[config.mk]
export PLATFORM = sky130hd
export DESIGN_NAME = freq_div_prog
export DESIGN_NICKNAME = d
export VERILOG_FILES = /design/src/rtl/freq_div_pkg.sv /design/src/rtl/freq_div_odd50.sv /design/src/rtl/freq_div_prog.sv
export SDC_FILE = /design/constraint.sdc
export NUM_CORES = 1
export LEC_CHECK = 0
export BUFFER_PORTS_ARGS = -buffer_cell sky130_fd_sc_hd__buf_2
export CORE_MARGIN = 2
export CORE_UTILIZATION = 40
export CTS_CLUSTER_DIAMETER = 100
export DETAILED_ROUTE_END_ITERATION = 7
export GPL_ROUTABILITY_DRIVEN = 0
export PLACE_DENSITY_LB_ADDON = 0.2
export SETUP_SLACK_MARGIN = 0.02
export SLEW_MARGIN = 20
export SYNTH_ARGS = -nofsm -noshare
export SYNTH_HDL_FRONTEND = slang
export SYNTH_SLANG_ARGS = --single-unit
[constraint.sdc]
create_clock -name clk -period 5.6 [get_ports clk]
set_input_delay 0.56 -clock clk [delete_from_list [all_inputs] [get_ports clk]]
set_output_delay 0.56 -clock clk [all_outputs]
set_load 0.02 [all_outputs]
[src/rtl/freq_div_pkg.sv]
`default_nettype none
// ============================================================================
// Module   : freq_div_pkg
// Brief    : Shared constants and divisor clamping for freq_div_prog.
// Revision : 1.0
// ============================================================================
package freq_div_pkg;

   localparam int MIN_DIV   = 2;
   localparam int DIV_W_MAX = 32;

   typedef struct packed {
      logic                 err;
      logic [DIV_W_MAX-1:0] div;
   } clamp_t;

   // Divisors of 0 or 1 cannot form a period, so they are raised to MIN_DIV.
   function automatic clamp_t clamp_div(input logic [DIV_W_MAX-1:0] i_div);
      clamp_t res;
      res.err = (i_div < DIV_W_MAX'(MIN_DIV));
      res.div = res.err ? DIV_W_MAX'(MIN_DIV) : i_div;
      return res;
   endfunction

endpackage
`default_nettype wire

[src/rtl/freq_div_odd50.sv]
`default_nettype none
// ============================================================================
// Module   : freq_div_odd50
// Brief    : Falling-edge stage that stretches odd-divisor high time by half a cycle.
// Revision : 1.0
// ============================================================================
module freq_div_odd50
   import freq_div_pkg::*;
(
   input  logic clk,
   input  logic rst,
   input  logic i_en,
   input  logic i_out_r,
   input  logic i_div_odd,
   output logic o_out
);

   logic r_out_n;

   always_ff @(negedge clk or posedge rst) begin
      if (rst) begin
         r_out_n <= 1'b0;
      end else begin
         r_out_n <= i_en & i_out_r;
      end
   end

   assign o_out = i_div_odd ? (i_out_r | r_out_n) : i_out_r;

endmodule
`default_nettype wire

[src/rtl/freq_div_prog.sv]
`default_nettype none
// ============================================================================
// Module   : freq_div_prog
// Brief    : Runtime-programmable glitch-free clock divider (2..2^W-1).
//            Optional FREQ_DIV_ODD50_EN adds 50% duty for odd divisors.
// Revision : 1.0
// ============================================================================
module freq_div_prog
   import freq_div_pkg::*;
#(
   parameter int W           = 16,
   parameter int DEFAULT_DIV = 5
) (
   input  logic         clk,
   input  logic         rst,
   input  logic         i_en,
   input  logic [W-1:0] i_div_in,
   input  logic         i_div_valid,
   output logic         o_div_ready,
   output logic         o_out,
   output logic         o_tick,
   output logic         o_cfg_err
);

   localparam logic [W-1:0] c_ONE     = W'(1);
   localparam logic [W-1:0] c_RST_DIV = W'(DEFAULT_DIV);

   logic [W-1:0] r_div_act;
   logic [W-1:0] r_div_pend;
   logic [W-1:0] r_cnt;
   logic         r_pend;
   logic         r_out;
   logic         r_tick;
   logic         r_cfg_err;

   logic [W-1:0] w_div_act_nx;
   logic [W-1:0] w_cnt_nx;
   logic         w_pend_nx;
   logic         w_tick_nx;
   logic         w_out_nx;
   logic         w_xfer;
   logic         w_wrap;
   clamp_t       w_clamp;

   assign w_xfer  = i_div_valid && !r_pend;
   assign w_wrap  = (r_cnt == r_div_act - c_ONE);
   assign w_clamp = clamp_div(DIV_W_MAX'(i_div_in));

   generate
      if (W < DIV_W_MAX) begin : g_clamp_hi
         logic w_unused_hi;
         assign w_unused_hi = ^w_clamp.div[DIV_W_MAX-1:W];
      end
   endgenerate

   // A request accepted on a wrap edge is not yet in r_pend, so it waits for the next wrap.
   always_comb begin
      w_div_act_nx = r_div_act;
      w_pend_nx    = r_pend;
      w_cnt_nx     = r_cnt;
      w_tick_nx    = 1'b0;
      if (!i_en) begin
         if (r_pend) begin
            w_div_act_nx = r_div_pend;
            w_pend_nx    = 1'b0;
         end
         w_cnt_nx = w_div_act_nx - c_ONE;
      end else if (w_wrap) begin
         w_cnt_nx  = '0;
         w_tick_nx = 1'b1;
         if (r_pend) begin
            w_div_act_nx = r_div_pend;
            w_pend_nx    = 1'b0;
         end
      end else begin
         w_cnt_nx = r_cnt + c_ONE;
      end
      if (w_xfer) begin
         w_pend_nx = 1'b1;
      end
   end

   assign w_out_nx = i_en && (w_cnt_nx < (w_div_act_nx >> 1));

   always_ff @(posedge clk or posedge rst) begin
      if (rst) begin
         r_div_act  <= c_RST_DIV;
         r_div_pend <= '0;
         r_cnt      <= c_RST_DIV - c_ONE;
         r_pend     <= 1'b0;
         r_out      <= 1'b0;
         r_tick     <= 1'b0;
         r_cfg_err  <= 1'b0;
      end else begin
         r_div_act <= w_div_act_nx;
         r_cnt     <= w_cnt_nx;
         r_pend    <= w_pend_nx;
         r_out     <= w_out_nx;
         r_tick    <= w_tick_nx;
         if (w_xfer) begin
            r_div_pend <= w_clamp.div[W-1:0];
            r_cfg_err  <= r_cfg_err | w_clamp.err;
         end
      end
   end

   assign o_div_ready = !r_pend;
   assign o_tick      = r_tick;
   assign o_cfg_err   = r_cfg_err;

`ifdef FREQ_DIV_ODD50_EN
   freq_div_odd50 u_odd50 (
      .clk       (clk),
      .rst       (rst),
      .i_en      (i_en),
      .i_out_r   (r_out),
      .i_div_odd (r_div_act[0]),
      .o_out     (o_out)
   );
`else
   assign o_out = r_out;
`endif

endmodule
`default_nettype wire
==> results.md <==
- Cell taking the most area after synthesis: dfrtp_1
- Via density per instance: 5.41
- Worst path arrival time: 5020 ps
- Filler cells: 939
- Status: finished clean
- Finished Cell Area: 4050 um^2
- # IOs: 24
- Max-cap violations: 0
- CP bufs+invs: 1
- Root buf cell: clkbuf_8
- Post-CTS sizing: 0
- Drt drc: 0
- Endpoint type of the worst setup path: register
- # diodes: 0
- Avg Synthesized Cell Area: 8.82 um^2
- Switching share of power: 43.9%
- Final Max Slew Viols: 0
- Post-DP HPWL: 7130 um
- Share of the synthesized area in the top cell type: 32.3%
- Sequential share of power: 40.9%
- DRT Wirelength: 9170 um
- Die H: 101 um
- Top post-synthesis cells by area: dfrtp_1, mux2i_1, nand2_1
- Number of flops mapped to enable cells by yosys: 0
- Primary FF master, synth: dfrtp_1
- CTS H-tree lvls: 2
- Max VDD drop: 0.000170 V
- Die ar.: 10,300 um^2
- Least-Margin Pin Slew: 899 ps
- DP Worst Slack: 847 ps
- Mapped Area: 3800 um^2
- Most common cell after layout, fill and taps aside: nand2_1
- Min Clock Period, post-route: 4800 ps
- Wire length per cell: 16.1 um
- Crit path max fanout: 26
- Horiz. Die Dim: 101 um
- Slew HR: 40.1%
- PwrDens: 424 nW/um^2
- Slowest stage cell, crit path: dfrtp_1
- Largest net degree at the start of global routing: 53
- Leak: 0.00175 uW
- CTS Hold Bufs: 0
- Post-route ant nets: 0
- Placeable core area: 9240 um^2
- Worst hold slack: 388 ps
- Netlist cell types: 57
- RSZ-0062 raised after global routing: no
- Crit-path max cell delay: 480 ps
- Kind of cell adding the most delay to the critical path: simple AND/OR/NAND/NOR gates
- WS Path Type: reg2reg
- Final setup TNS: 0 ps
- Clk sink count: 52
- Clock share of power: 13.0%
- Cell row count: 35
- TritonCTS clock tree: yes
- P_int: 964 uW
- Final setup margin: 798 ps
- Crit share post-route: 85.7%
- Starting Density: 41.1%
- Sequential share of the synthesized area: 34.3%
- Number of setup buffers added after CTS: 0
- Area growth syn-to-layout: 6.62%
- Share of post-route cells with drive strength above 1: 13.0%
- Port bufs: 23
- Total GRT Usage: 19.4%
- Yosys warns: 0
- Syn_nets: 468
- Max Freq: 0.208 GHz
- Crit path cell chain: inv_1 -> ha_1 -> or3b_1 -> or3_1 -> o211ai_1 -> and3b_1 -> and4bb_4 -> nand2b_4 -> and2_4 -> mux2i_1 -> ha_1 -> a21o_1 -> a21oi_1 -> o21ai_0 -> o21a_1 -> a2111oi_0 -> o211ai_1 -> a31oi_1
- Commonest cells after routing, fill and taps aside: nand2_1, dfrtp_1, nor2_1, mux2i_1
- # setup viols final: 0
- Worst Skew: 12.2 ps
- Final Hold Violating Endpoints: 0
- Clk slew on worst S/H paths: 100 ps
- Antenna violations before repair: 0
- First drt pass iteration count: 5
- First-pass GRT wire length: 15,600 um
- Routed via count: 3,074
- Post-DP Area: 3960 um^2
- P_sw: 755 uW
- Clock Latency Late Sink: 310 ps
- Critical Path RT: 5820 ps
- Cells after Synth: 431
- Clock buffer depth: 2
- Inserted Clock Buffers: 5
- Layout Nets: 475
- FFs w/ async S/R, synth: 100%
- Combinational share of power: 46.0%
- Setup crit start kind: register
- Hold Crit Class: in2async
- Drt first-iter violations: 154
- Yosys reg bits: 52
- Gr ovfl total: 0
- Number of global-route vias before repair: 3,032
==> metrics by stage <==
step           util (%)  total power (uW)  cells
2_1_floorplan         -              1290    431
3_3_place_gp       42.8              1480    560
3_5_place_dp       42.8              1490    560
4_1_cts            43.8              1720    568
5_1_grt            43.9              1870    568
6_report           43.9              1720    568
==> cells by family after synthesis <==
| logic type | count (synthesis) | synth area share [%] |
|---|---|---|
| compound gates | 69 | 12.1 |
| xor+xnor | 42 | 9.68 |
| fa+ha+maj | 17 | 5.60 |
| buf+inv | 36 | 4.61 |
| flops | 52 | 34.3 |
| mux | 36 | 9.94 |
| simple gates | 179 | 23.7 |
==> metal layers <==
layer  vias up  track usage (%)  part of all wire, %
met1      1446             28.1                   50
met3        12             2.97                  4.2
met2        74             30.0                   44
met4         0             6.03                  1.9
met5         -                0                    0
li1       1542                -                    -
==> worst paths after layout <==
check,from,to,slack [ps],depth (start not counted)
setup / recovery,r_div_act[1],o_out,800,18
hold reg to reg,o_cfg_err,o_cfg_err,480,1
hold / removal,rst,r_cnt[1],390,2
max in group asynchronous,rst,o_out,4660,2
min in group clk,i_div_in[15],r_div_pend[15],460,3
setup reg to reg,r_div_act[1],o_out,800,18
==> power by group through the flow <==
stage | clock network (uW) | logic (uW) | registers [uW]
after global routing | 245 | 892 | 729
after detailed placement | 0 | 784 | 709
after CTS | 232 | 792 | 700
after global placement | 0 | 779 | 704
final | 224 | 791 | 704
after floorplan | 0 | 695 | 593
==> final cells by class <==
type / count / area (um^2) / share of cell area, %
clock buffer: 8 / 90.1 / 2.22
inverter: 11 / 42.5 / 1.05
multi-input combinational: 343 / 2320 / 57.3
sequential: 52 / 1310 / 32.2
tap: 129 / 161 / 3.98
timing repair buffer: 25 / 130 / 3.21
==> registers in the layout, summed over array words and instances (netlist names) <==
signal      cells
o_cfg_err       1
o_out           1
o_tick          1
r_cnt          16
r_div_act      16
r_div_pend     16
r_pend          1
==> cell usage after synthesis (4+ instances only) <==
library cell and number:
nor4_1 5, clkbuf_1 16, o21ai_0 10, nand4_1 7, xnor2_1 23, and3b_1 4, nor3_1 16, mux2i_1 25
ha_1 17, inv_1 11, nand2_1 66, dfrtp_1 49, and3_1 4, a21oi_1 14, nand2b_1 5, nor2b_1 6
mux2_2 10, xor2_1 19, a21o_1 6, nand3_1 14, o211ai_1 6, nor3b_1 4, o22ai_1 15, nor2_1 31
(Power assumes the default switching activity.)
